## src/rtl/ifu_itcm_ctrl_if.sv

```systemverilog
// Fetch request/response and loader write channels of the ITCM controller.
interface ifu_itcm_ctrl_if #(
  parameter int PC_SIZE    = 32,
  parameter int INSTR_SIZE = 32
);
  logic                  ifu_req_valid;
  logic                  ifu_req_ready;
  logic [PC_SIZE-1:0]    ifu_req_pc;
  logic                  ifu_rsp_valid;
  logic                  ifu_rsp_ready;
  logic [INSTR_SIZE-1:0] ifu_rsp_instr;
  logic                  ifu_rsp_err;
  logic                  ld_valid;
  logic                  ld_ready;
  logic [PC_SIZE-1:0]    ld_addr;
  logic [31:0]           ld_wdata;
  logic [3:0]            ld_wmask;

  modport slave (
    input  ifu_req_valid, ifu_req_pc, ifu_rsp_ready,
           ld_valid, ld_addr, ld_wdata, ld_wmask,
    output ifu_req_ready, ifu_rsp_valid, ifu_rsp_instr, ifu_rsp_err, ld_ready
  );

  modport master (
    output ifu_req_valid, ifu_req_pc, ifu_rsp_ready,
           ld_valid, ld_addr, ld_wdata, ld_wmask,
    input  ifu_req_ready, ifu_rsp_valid, ifu_rsp_instr, ifu_rsp_err, ld_ready
  );
endinterface

```

## src/rtl/ifu_itcm_ctrl.sv

```systemverilog
// ITCM controller: fetch reads and loader writes to a single-port SRAM with a 2-entry response buffer.
// Optional per-byte even parity on the SRAM word when ITCM_PARITY_EN is defined.
module ifu_itcm_ctrl #(
  parameter int                  ITCM_AW    = 16,
  parameter int                  PC_SIZE    = 32,
  parameter int                  INSTR_SIZE = 32,
  parameter logic [PC_SIZE-1:0]  ITCM_BASE  = 32'h8000_0000,
  parameter logic [INSTR_SIZE-1:0] NOP_INSTR = 32'h0000_0013
) (
  input  logic               clk,
  input  logic               rst_n,
  ifu_itcm_ctrl_if.slave     bus,
  output logic               ram_cs,
  output logic               ram_we,
  output logic [ITCM_AW-3:0] ram_addr,
  output logic [3:0]         ram_wem,
`ifdef ITCM_PARITY_EN
  output logic [35:0]        ram_din,
  input  logic [35:0]        ram_dout
`else
  output logic [31:0]        ram_din,
  input  logic [31:0]        ram_dout
`endif
);

  function automatic logic in_range(input logic [PC_SIZE-1:0] a);
    return a[PC_SIZE-1:ITCM_AW] == ITCM_BASE[PC_SIZE-1:ITCM_AW];
  endfunction

  logic                  ld_hit, fe_fire, fe_hit;
  logic                  inflight_vld, inflight_err;
  logic [1:0]            fifo_cnt, credits;
  logic                  fifo_wp, fifo_rp, fifo_empty, fifo_push, fifo_pop;
  logic [INSTR_SIZE-1:0] fifo_instr [2];
  logic [1:0]            fifo_err;
  logic                  bypass_take, rd_err, par_err;
  logic [INSTR_SIZE-1:0] rd_instr;
  logic                  unused_bits;

  assign unused_bits = ^{bus.ifu_req_pc[1:0], bus.ld_addr[1:0]};

  assign fifo_empty  = (fifo_cnt == 2'd0);
  assign bypass_take = fifo_empty & inflight_vld & bus.ifu_rsp_ready;
  // An in-flight read that bypasses straight out this cycle needs no buffer slot.
  assign credits     = fifo_cnt + 2'(inflight_vld & ~bypass_take);

  assign bus.ifu_req_ready = ~bus.ld_valid & (credits < 2'd2);
  assign bus.ld_ready      = 1'b1;

  assign ld_hit  = bus.ld_valid & in_range(bus.ld_addr);
  assign fe_fire = bus.ifu_req_valid & bus.ifu_req_ready;
  assign fe_hit  = fe_fire & in_range(bus.ifu_req_pc);

  assign ram_cs   = ld_hit | fe_hit;
  assign ram_we   = ld_hit;
  assign ram_addr = bus.ld_valid ? bus.ld_addr[ITCM_AW-1:2] : bus.ifu_req_pc[ITCM_AW-1:2];
  assign ram_wem  = bus.ld_wmask;

`ifdef ITCM_PARITY_EN
  logic [3:0] wpar, rpar;
  always_comb begin
    wpar = '0;
    rpar = '0;
    for (int unsigned b = 0; b < 4; b++) begin
      wpar[b] = ^bus.ld_wdata[8*b +: 8];
      rpar[b] = ^ram_dout[8*b +: 8];
    end
  end
  assign ram_din = {wpar, bus.ld_wdata};
  assign par_err = |(rpar ^ ram_dout[35:32]);
`else
  assign ram_din = bus.ld_wdata;
  assign par_err = 1'b0;
`endif

  assign rd_err   = inflight_err | par_err;
  assign rd_instr = rd_err ? NOP_INSTR : INSTR_SIZE'(ram_dout[31:0]);

  assign fifo_push = inflight_vld & ~bypass_take;
  assign fifo_pop  = ~fifo_empty & bus.ifu_rsp_ready;

  always_comb begin
    bus.ifu_rsp_valid = 1'b0;
    bus.ifu_rsp_instr = '0;
    bus.ifu_rsp_err   = 1'b0;
    if (!fifo_empty) begin
      bus.ifu_rsp_valid = 1'b1;
      bus.ifu_rsp_instr = fifo_instr[fifo_rp];
      bus.ifu_rsp_err   = fifo_err[fifo_rp];
    end else if (inflight_vld) begin
      bus.ifu_rsp_valid = 1'b1;
      bus.ifu_rsp_instr = rd_instr;
      bus.ifu_rsp_err   = rd_err;
    end
  end

  always_ff @(posedge clk or negedge rst_n) begin
    if (!rst_n) begin
      inflight_vld <= 1'b0;
      inflight_err <= 1'b0;
      fifo_cnt     <= '0;
      fifo_wp      <= 1'b0;
      fifo_rp      <= 1'b0;
    end else begin
      inflight_vld <= fe_fire;
      inflight_err <= fe_fire & ~in_range(bus.ifu_req_pc);
      if (fifo_push) fifo_wp <= ~fifo_wp;
      if (fifo_pop)  fifo_rp <= ~fifo_rp;
      fifo_cnt <= fifo_cnt + 2'(fifo_push) - 2'(fifo_pop);
    end
  end

  always_ff @(posedge clk) begin
    if (fifo_push) begin
      fifo_instr[fifo_wp] <= rd_instr;
      fifo_err[fifo_wp]   <= rd_err;
    end
  end

endmodule

```

## src/flat_wrapper.sv

```systemverilog
// flat-port wrapper written by rule: the top's interface ports become plain ports
module ifu_itcm_ctrl_flat 
#(
  parameter int                  ITCM_AW    = 16,
  parameter int                  PC_SIZE    = 32,
  parameter int                  INSTR_SIZE = 32,
  parameter logic [PC_SIZE-1:0]  ITCM_BASE  = 32'h8000_0000,
  parameter logic [INSTR_SIZE-1:0] NOP_INSTR = 32'h0000_0013
)
  (clk, rst_n, ram_cs, ram_we, ram_addr, ram_wem, ram_din, ram_dout, bus_ifu_req_valid, bus_ifu_req_pc, bus_ifu_rsp_ready, bus_ld_valid, bus_ld_addr, bus_ld_wdata, bus_ld_wmask, bus_ifu_req_ready, bus_ifu_rsp_valid, bus_ifu_rsp_instr, bus_ifu_rsp_err, bus_ld_ready);
  ifu_itcm_ctrl_if #(.PC_SIZE(PC_SIZE), .INSTR_SIZE(INSTR_SIZE)) bus_i ();
  input  logic clk;
  input  logic rst_n;
  output logic ram_cs;
  output logic ram_we;
  output logic [ITCM_AW-3:0] ram_addr;
  output logic [3:0] ram_wem;
  output logic [31:0] ram_din;
  input  logic [31:0] ram_dout;
  input wire logic [$bits(bus_i.ifu_req_valid)-1:0] bus_ifu_req_valid;
  input wire logic [$bits(bus_i.ifu_req_pc)-1:0] bus_ifu_req_pc;
  input wire logic [$bits(bus_i.ifu_rsp_ready)-1:0] bus_ifu_rsp_ready;
  input wire logic [$bits(bus_i.ld_valid)-1:0] bus_ld_valid;
  input wire logic [$bits(bus_i.ld_addr)-1:0] bus_ld_addr;
  input wire logic [$bits(bus_i.ld_wdata)-1:0] bus_ld_wdata;
  input wire logic [$bits(bus_i.ld_wmask)-1:0] bus_ld_wmask;
  output wire logic [$bits(bus_i.ifu_req_ready)-1:0] bus_ifu_req_ready;
  output wire logic [$bits(bus_i.ifu_rsp_valid)-1:0] bus_ifu_rsp_valid;
  output wire logic [$bits(bus_i.ifu_rsp_instr)-1:0] bus_ifu_rsp_instr;
  output wire logic [$bits(bus_i.ifu_rsp_err)-1:0] bus_ifu_rsp_err;
  output wire logic [$bits(bus_i.ld_ready)-1:0] bus_ld_ready;
  assign bus_i.ifu_req_valid = bus_ifu_req_valid;
  assign bus_i.ifu_req_pc = bus_ifu_req_pc;
  assign bus_i.ifu_rsp_ready = bus_ifu_rsp_ready;
  assign bus_i.ld_valid = bus_ld_valid;
  assign bus_i.ld_addr = bus_ld_addr;
  assign bus_i.ld_wdata = bus_ld_wdata;
  assign bus_i.ld_wmask = bus_ld_wmask;
  assign bus_ifu_req_ready = bus_i.ifu_req_ready;
  assign bus_ifu_rsp_valid = bus_i.ifu_rsp_valid;
  assign bus_ifu_rsp_instr = bus_i.ifu_rsp_instr;
  assign bus_ifu_rsp_err = bus_i.ifu_rsp_err;
  assign bus_ld_ready = bus_i.ld_ready;
  ifu_itcm_ctrl #(.ITCM_AW(ITCM_AW), .PC_SIZE(PC_SIZE), .INSTR_SIZE(INSTR_SIZE), .ITCM_BASE(ITCM_BASE), .NOP_INSTR(NOP_INSTR)) u_core (.clk(clk), .rst_n(rst_n), .bus(bus_i), .ram_cs(ram_cs), .ram_we(ram_we), .ram_addr(ram_addr), .ram_wem(ram_wem), .ram_din(ram_din), .ram_dout(ram_dout));
endmodule
```

## config.mk

```make
export PLATFORM = sky130hd
export DESIGN_NAME = ifu_itcm_ctrl_flat
export DESIGN_NICKNAME = d
export VERILOG_FILES = /design/src/rtl/ifu_itcm_ctrl_if.sv /design/src/rtl/ifu_itcm_ctrl.sv /design/src/flat_wrapper.sv
export SDC_FILE = /design/constraint.sdc
export NUM_CORES = 1
export LEC_CHECK = 0
export CAP_MARGIN = 20
export CORE_UTILIZATION = 38
export DETAILED_ROUTE_END_ITERATION = 7
export PLACE_DENSITY_LB_ADDON = 0.3
export SYNTH_ARGS = -nofsm -noshare
export SYNTH_HDL_FRONTEND = slang
export SYNTH_SLANG_ARGS = --single-unit
export TNS_END_PERCENT = 10
```

## constraint.sdc

```tcl
create_clock -name clk -period 2.92 [get_ports clk]
set_input_delay 0.438 -clock clk [delete_from_list [all_inputs] [get_ports clk]]
set_output_delay 0.438 -clock clk [all_outputs]
set_load 0.01 [all_outputs]
```

# [Yosys cells after proc, flatten, opt, wreduce, memory -nomap -nowiden]
# Memories as Yosys holds them, arrays and structs flattened.
# Cells that the tools add are included.
[word_totals] ff_bits=8 mem_bits_rw=64 in_bits=137 output_inout_bits=88 wordCells=51 n_memories=1
[classes] n_addsub=3 order_cmp=4 eq_ne=2 n_mux=15 n_bitwise=18 n_reduce_logical=2
[memory_table] memory="u_core.fifo_instr" words=2 word_bits=32 rd=1 rd_clocked_by_memory_dff=0 write_ports=1 line_no="ifu_itcm_ctrl.sv:34" text="logic [INSTR_SIZE-1:0] fifo_instr [2];"
[op_table] op="$mux W32" n=3
[op_table] op="$eq A16 B16 Y1 const B" n=2
[op_table] op="$mux W14" n=1
[op_table] op="$and A1 B1 Y1" n=9
[op_table] op="$mux W1" n=9
[op_table] op="$not A1 Y1" n=6
[op_table] op="$lt A1 B2 Y1 const B" n=2
[op_table] op="$add A2 B1 Y2" n=1
[op_table] op="$add A2 B2 Y2" n=1
[op_table] op="$and A1 B2 Y2" n=1
[op_table] op="$bwmux W2" n=1
[op_table] op="$logic_not A2 Y1" n=1
[op_table] op="$lt A2 B2 Y1 const B" n=1
[op_table] op="$not A1 Y2" n=1
[op_table] op="$sub A2 B1 Y2" n=1
[op_table] op="$demux W1 S1" n=1
[op_table] op="$ge A1 B1 Y1 const B" n=1
[op_table] op="$logic_and A1 B1 Y1" n=1
[op_table] op="$or A1 B1 Y1" n=1

# [Longest topological paths before layout]
[logic_depth] depth_word=11 ltp_mapped=8 mapped_depth_nobuf=7

# [Worst setup path after synthesis]
# No wires, ideal clock.
[synth_timing] path_kind="register to register" start="reg u_core.fifo_cnt[1]" end="reg u_core.fifo_err[0], enable pin" setup_time_ps=427 arrival_time_ps=2223 required_time_ps=2493 setup_slack_ps=270 stages_incl_launch_ff=4 n_path_buf=0 synth_period_minus_slack_ps=2650 path_cell_list="dfrtp_1 nor2_4 a21boi_2 nor2b_1"
[synth_via] elab_chain_len=5
[synth_lines] element="start: declaration" line_no="ifu_itcm_ctrl.sv:32" text="logic [1:0] fifo_cnt, credits;"
[synth_lines] element="start signal: assignment" line_no="ifu_itcm_ctrl.sv:109" text="fifo_cnt <= fifo_cnt + 2'(fifo_push) - 2'(fifo_pop);"
[synth_lines] element="$logic_not A2 Y1" line_no="ifu_itcm_ctrl.sv:42" text="assign fifo_empty = (fifo_cnt == 2'd0);"
[synth_lines] element="$and A1 B1 Y1 (2 in a row)" line_no="ifu_itcm_ctrl.sv:43" text="assign bypass_take = fifo_empty & inflight_vld & bus.ifu_rsp_ready;"
[synth_lines] element="$not A1 Y1" line_no="ifu_itcm_ctrl.sv:79" text="assign fifo_push = inflight_vld & ~bypass_take;"
[synth_lines] element="$and A1 B1 Y1" line_no="ifu_itcm_ctrl.sv:79"
[synth_lines] element="end signal: indexed assignment" line_no="ifu_itcm_ctrl.sv:116" text="fifo_err[fifo_wp] <= rd_err;"
[synth_lines] element="end: declaration" line_no="ifu_itcm_ctrl.sv:35" text="logic [1:0] fifo_err;"
# Every way passes these cells.
# A chain may end at the register's enable or synchronous reset.

# [Worst setup path after layout]
[layout_timing] start="reg u_core.fifo_cnt[0]" end="out bus_ifu_rsp_instr[31]"
[layout_via] elab_chain_len=2
[layout_lines] element="$logic_not A2 Y1" line_no="ifu_itcm_ctrl.sv:42"
[layout_lines] element="$mux W32" line_no="ifu_itcm_ctrl.sv:86" text="if (!fifo_empty) begin"
[layout_lines] element="end: declaration" line_no="flat_wrapper.sv:29" text="output wire logic [$bits(bus_i.ifu_rsp_instr)-1:0] bus_ifu_rsp_instr;"
# Every way passes these cells.

==> run_results.csv <==
group,metric,value,unit
sta,drv_slew,0,
drt,drc,0,
setup_path,endpoint_kind,"output pin",
clocking,cts_sinks,72,
floorplanning,die_width,103,um
global_route,grt_pass1_wl,13000,um
power_and_ir_drop,leakagePower,1.91,nW
yosys,mappedNetlistArea,3850,um^2
sta,relSlewSlack,65.4,%
clocking,htree_levels,3,
global_route,antenna_found_initial,0,
setup_path,worstPathRequired,2480,ps
cells_and_area,n_fill_cell,903,
clocking,post_cts_buffers,0,
floorplanning,fp.dieH,103,um
sta,period_share,92.8,%
power_and_ir_drop,peakVddDrop,0.291,mV
placed_design,numPortBuffers,147,
yosys,synth_cell_types,36,
drt,drt_wl_total,8790,um
yosys,synth_seq_cells,72,
floorplanning,rows,36,
sta,tightest_slew,520,ps
cells_and_area,final_layout_size_suffix_gt1_share,11.5,%
clocking,insertion_delay,340,ps
run,maxCapViolations,0,
clocking,cts_root_buf,"clkbuf_8",
sta,rsz0062_at_grt,"false",
cells_and_area,finalNonFillerCells,558,
yosys,yosysSeqAreaShare,55.4,%
cells_and_area,fin_util,54.7,%
global_route,grt-ovfl-total,0,
yosys,syn_nets,448,
drt,ant_nets,0,
setup_path,cp_max_fo,30,
sta,fin_setup_tns,0,ps
yosys,synth_edf_count,66,
floorplanning,die_area,10500,um^2
placed_design,place_congestion,0.734,
yosys,ys.warnings.count,0,
drt,drt_iter0_drc,72,
yosys,synth_cells,309,
sta,skew,9.93,ps
sta,min_period,2710,ps
floorplanning,core,9820,um^2
global_route,grt_usage,16.8,%
outcome,outcome,"finished, final reports clean",
floorplanning,start_util,39.2,%
setup_path,worstPathArrival,2270,ps
yosys,synth_top_area_cell,"edfxtp_1",
cells_and_area,syn_to_final_growth,39.4,%
floorplanning,io-pin-count,225,
yosys,synthFlopType,"edfxtp_1",
clocking,holdBufCountCts,0,
yosys,async_flop_share,8.33,%
sta,fmax,369,MHz
global_route,grt_max_degree,31,
power_and_ir_drop,powerDensity,748,nW/um^2
setup_path,start_kind,"flop",
placed_design,dpl.hpwl,6440,um
clocking,cts_tree,"yes",
yosys,synth_top_area_share,51.5,%
global_route,grt_pass1_vias,2570,
yosys,syn_avg_cell_area,12.5,um^2
clocking,cts_resized,0,
drt,viasPerCell,4.75,
setup_path,critPathKind,"reg2out",
clocking,cts.clk_slew.worst_paths,70,ps
clocking,cts_buffers,9,
sta,setup_viol,0,
sta,layout_setup_ws,209,ps
drt,vias,2651,
sta,finalHoldViolations,0,
drt,first_pass_iters,4,
yosys,synth_area_leaders,"edfxtp_1 (51%), mux2i_1 (8.3%), buf_4 (7.8%)",
min_path,hp-class,"in2async",
clocking,clock_tree.buffer_depth,2,
cells_and_area,final_nets,559,
placed_design,dp.cells,542,
placed_design,place_ws,373,ps
drt,wl_per_cell,15.7,um
cells_and_area,n_antenna_cell,0,
[flip-flops by register name, indices dropped and copies added (netlist names)]
| signal | flops |
|---|---|
| u_core.fifo_rp | 1 |
| u_core.fifo_err | 2 |
| u_core.inflight_vld | 1 |
| u_core.fifo_instr | 64 |
| u_core.fifo_cnt | 2 |
| u_core.fifo_wp | 1 |
| u_core.inflight_err | 1 |
[per-stage QoR]
step           power (W)  cell area [um^2]  hold slack [ps]
2_1_floorplan    0.00247              3850              142
3_3_place_gp     0.00319              5160              523
3_5_place_dp     0.00323              5160              548
4_1_cts          0.00407              5370              328
5_1_grt          0.00425              5370              340
6_report         0.00401              5370              342
[power by group]
part           internal, W  switching, W
combinational     0.000938      0.000808
sequential         0.00131      0.000124
clock             0.000474      0.000362
[layout by cell type (no fill, tap or decap), drive strengths merged, types with 3 or more instances in the layout]
cell and instances:
nor4b 3, mux2 14, clkdlybuf4s50 147, nand3 32, edfxtp 66, nor2 3, nor4 4, or2 4
inv 3, buf 10, nor2b 31, mux2i 32, o21ai 33, dfrtp 6, clkbuf 9, clkinv 5
[critical path, stage by stage (launching register included)]
cell             delay, ps
dfrtp_1                440
nor2_4                 340
buf_4                  350
nand3_1                110
o21ai_1                110
clkdlybuf4s50_1        590
[synth_stat cells (2+ instances only)]
cell type and count:
nor4_1 4, dfrtp_1 6, nor2_1 2, a211oi_1 2, xnor2_1 2, buf_6 3, xor2_1 2, buf_2 7
inv_1 3, nor4b_1 2, edfxtp_1 66, and2_1 2, clkbuf_1 2, buf_4 40, mux2_2 14, o21ai_1 9
ha_1 2, nand3_1 32, nor2b_1 30, or3_1 2, buf_8 4, mux2i_1 32, o21ai_0 24, nand4_1 2
or2_2 4
[metal layers]
layer  vias to the layer above  routed length (um)  track usage (%)
met2                       123                4520             29.8
met1                      1216                3520             19.0
li1                       1304                   -                -
met3                         8                 642             4.14
met5                         -                   0                0
met4                         0                 110             7.91
[kinds of logic (layout without fill, tap and decap cells)]
group                      Yosys count  after routing  share of synthesized area (%)
DFF                                 72             72                           55.4
muxes                               46             46                           12.4
AOI/OAI and AO/OA                   38             38                           5.26
and+or+nand+nor                     86             86                           13.5
adders and majority gates            2              2                          0.650
other                                1              1                         0.0974
buffers and inverters               60            176                           11.8
xor gates and xnor gates             4              4                          0.910
[worst paths after layout]
path / from / to / slack [ps] / cells after the start
setup reg to reg: u_core.inflight_vld / u_core.fifo_instr[1][0] / 880 / 4
max in group asynchronous: rst_n / u_core.fifo_rp / 2350 / 1
hold / removal: rst_n / u_core.inflight_err / 340 / 1
hold reg to reg: u_core.fifo_wp / u_core.fifo_wp / 580 / 1
setup / recovery: u_core.fifo_cnt[0] / bus_ifu_rsp_instr[31] / 210 / 5
min in group clk: u_core.fifo_wp / u_core.fifo_wp / 580 / 1
[cell type report]
class | instances | area, um^2 | area share, %
clock buffers | 9 | 124 | 2.31
clock inverters | 7 | 86.3 | 1.61
inverters | 3 | 11.3 | 0.210
multi-input cells | 177 | 1270 | 23.8
flip-flops and latches | 72 | 2130 | 39.7
well taps | 133 | 166 | 3.10
repair buffers | 157 | 1570 | 29.3
(Power assumes the default switching activity.)
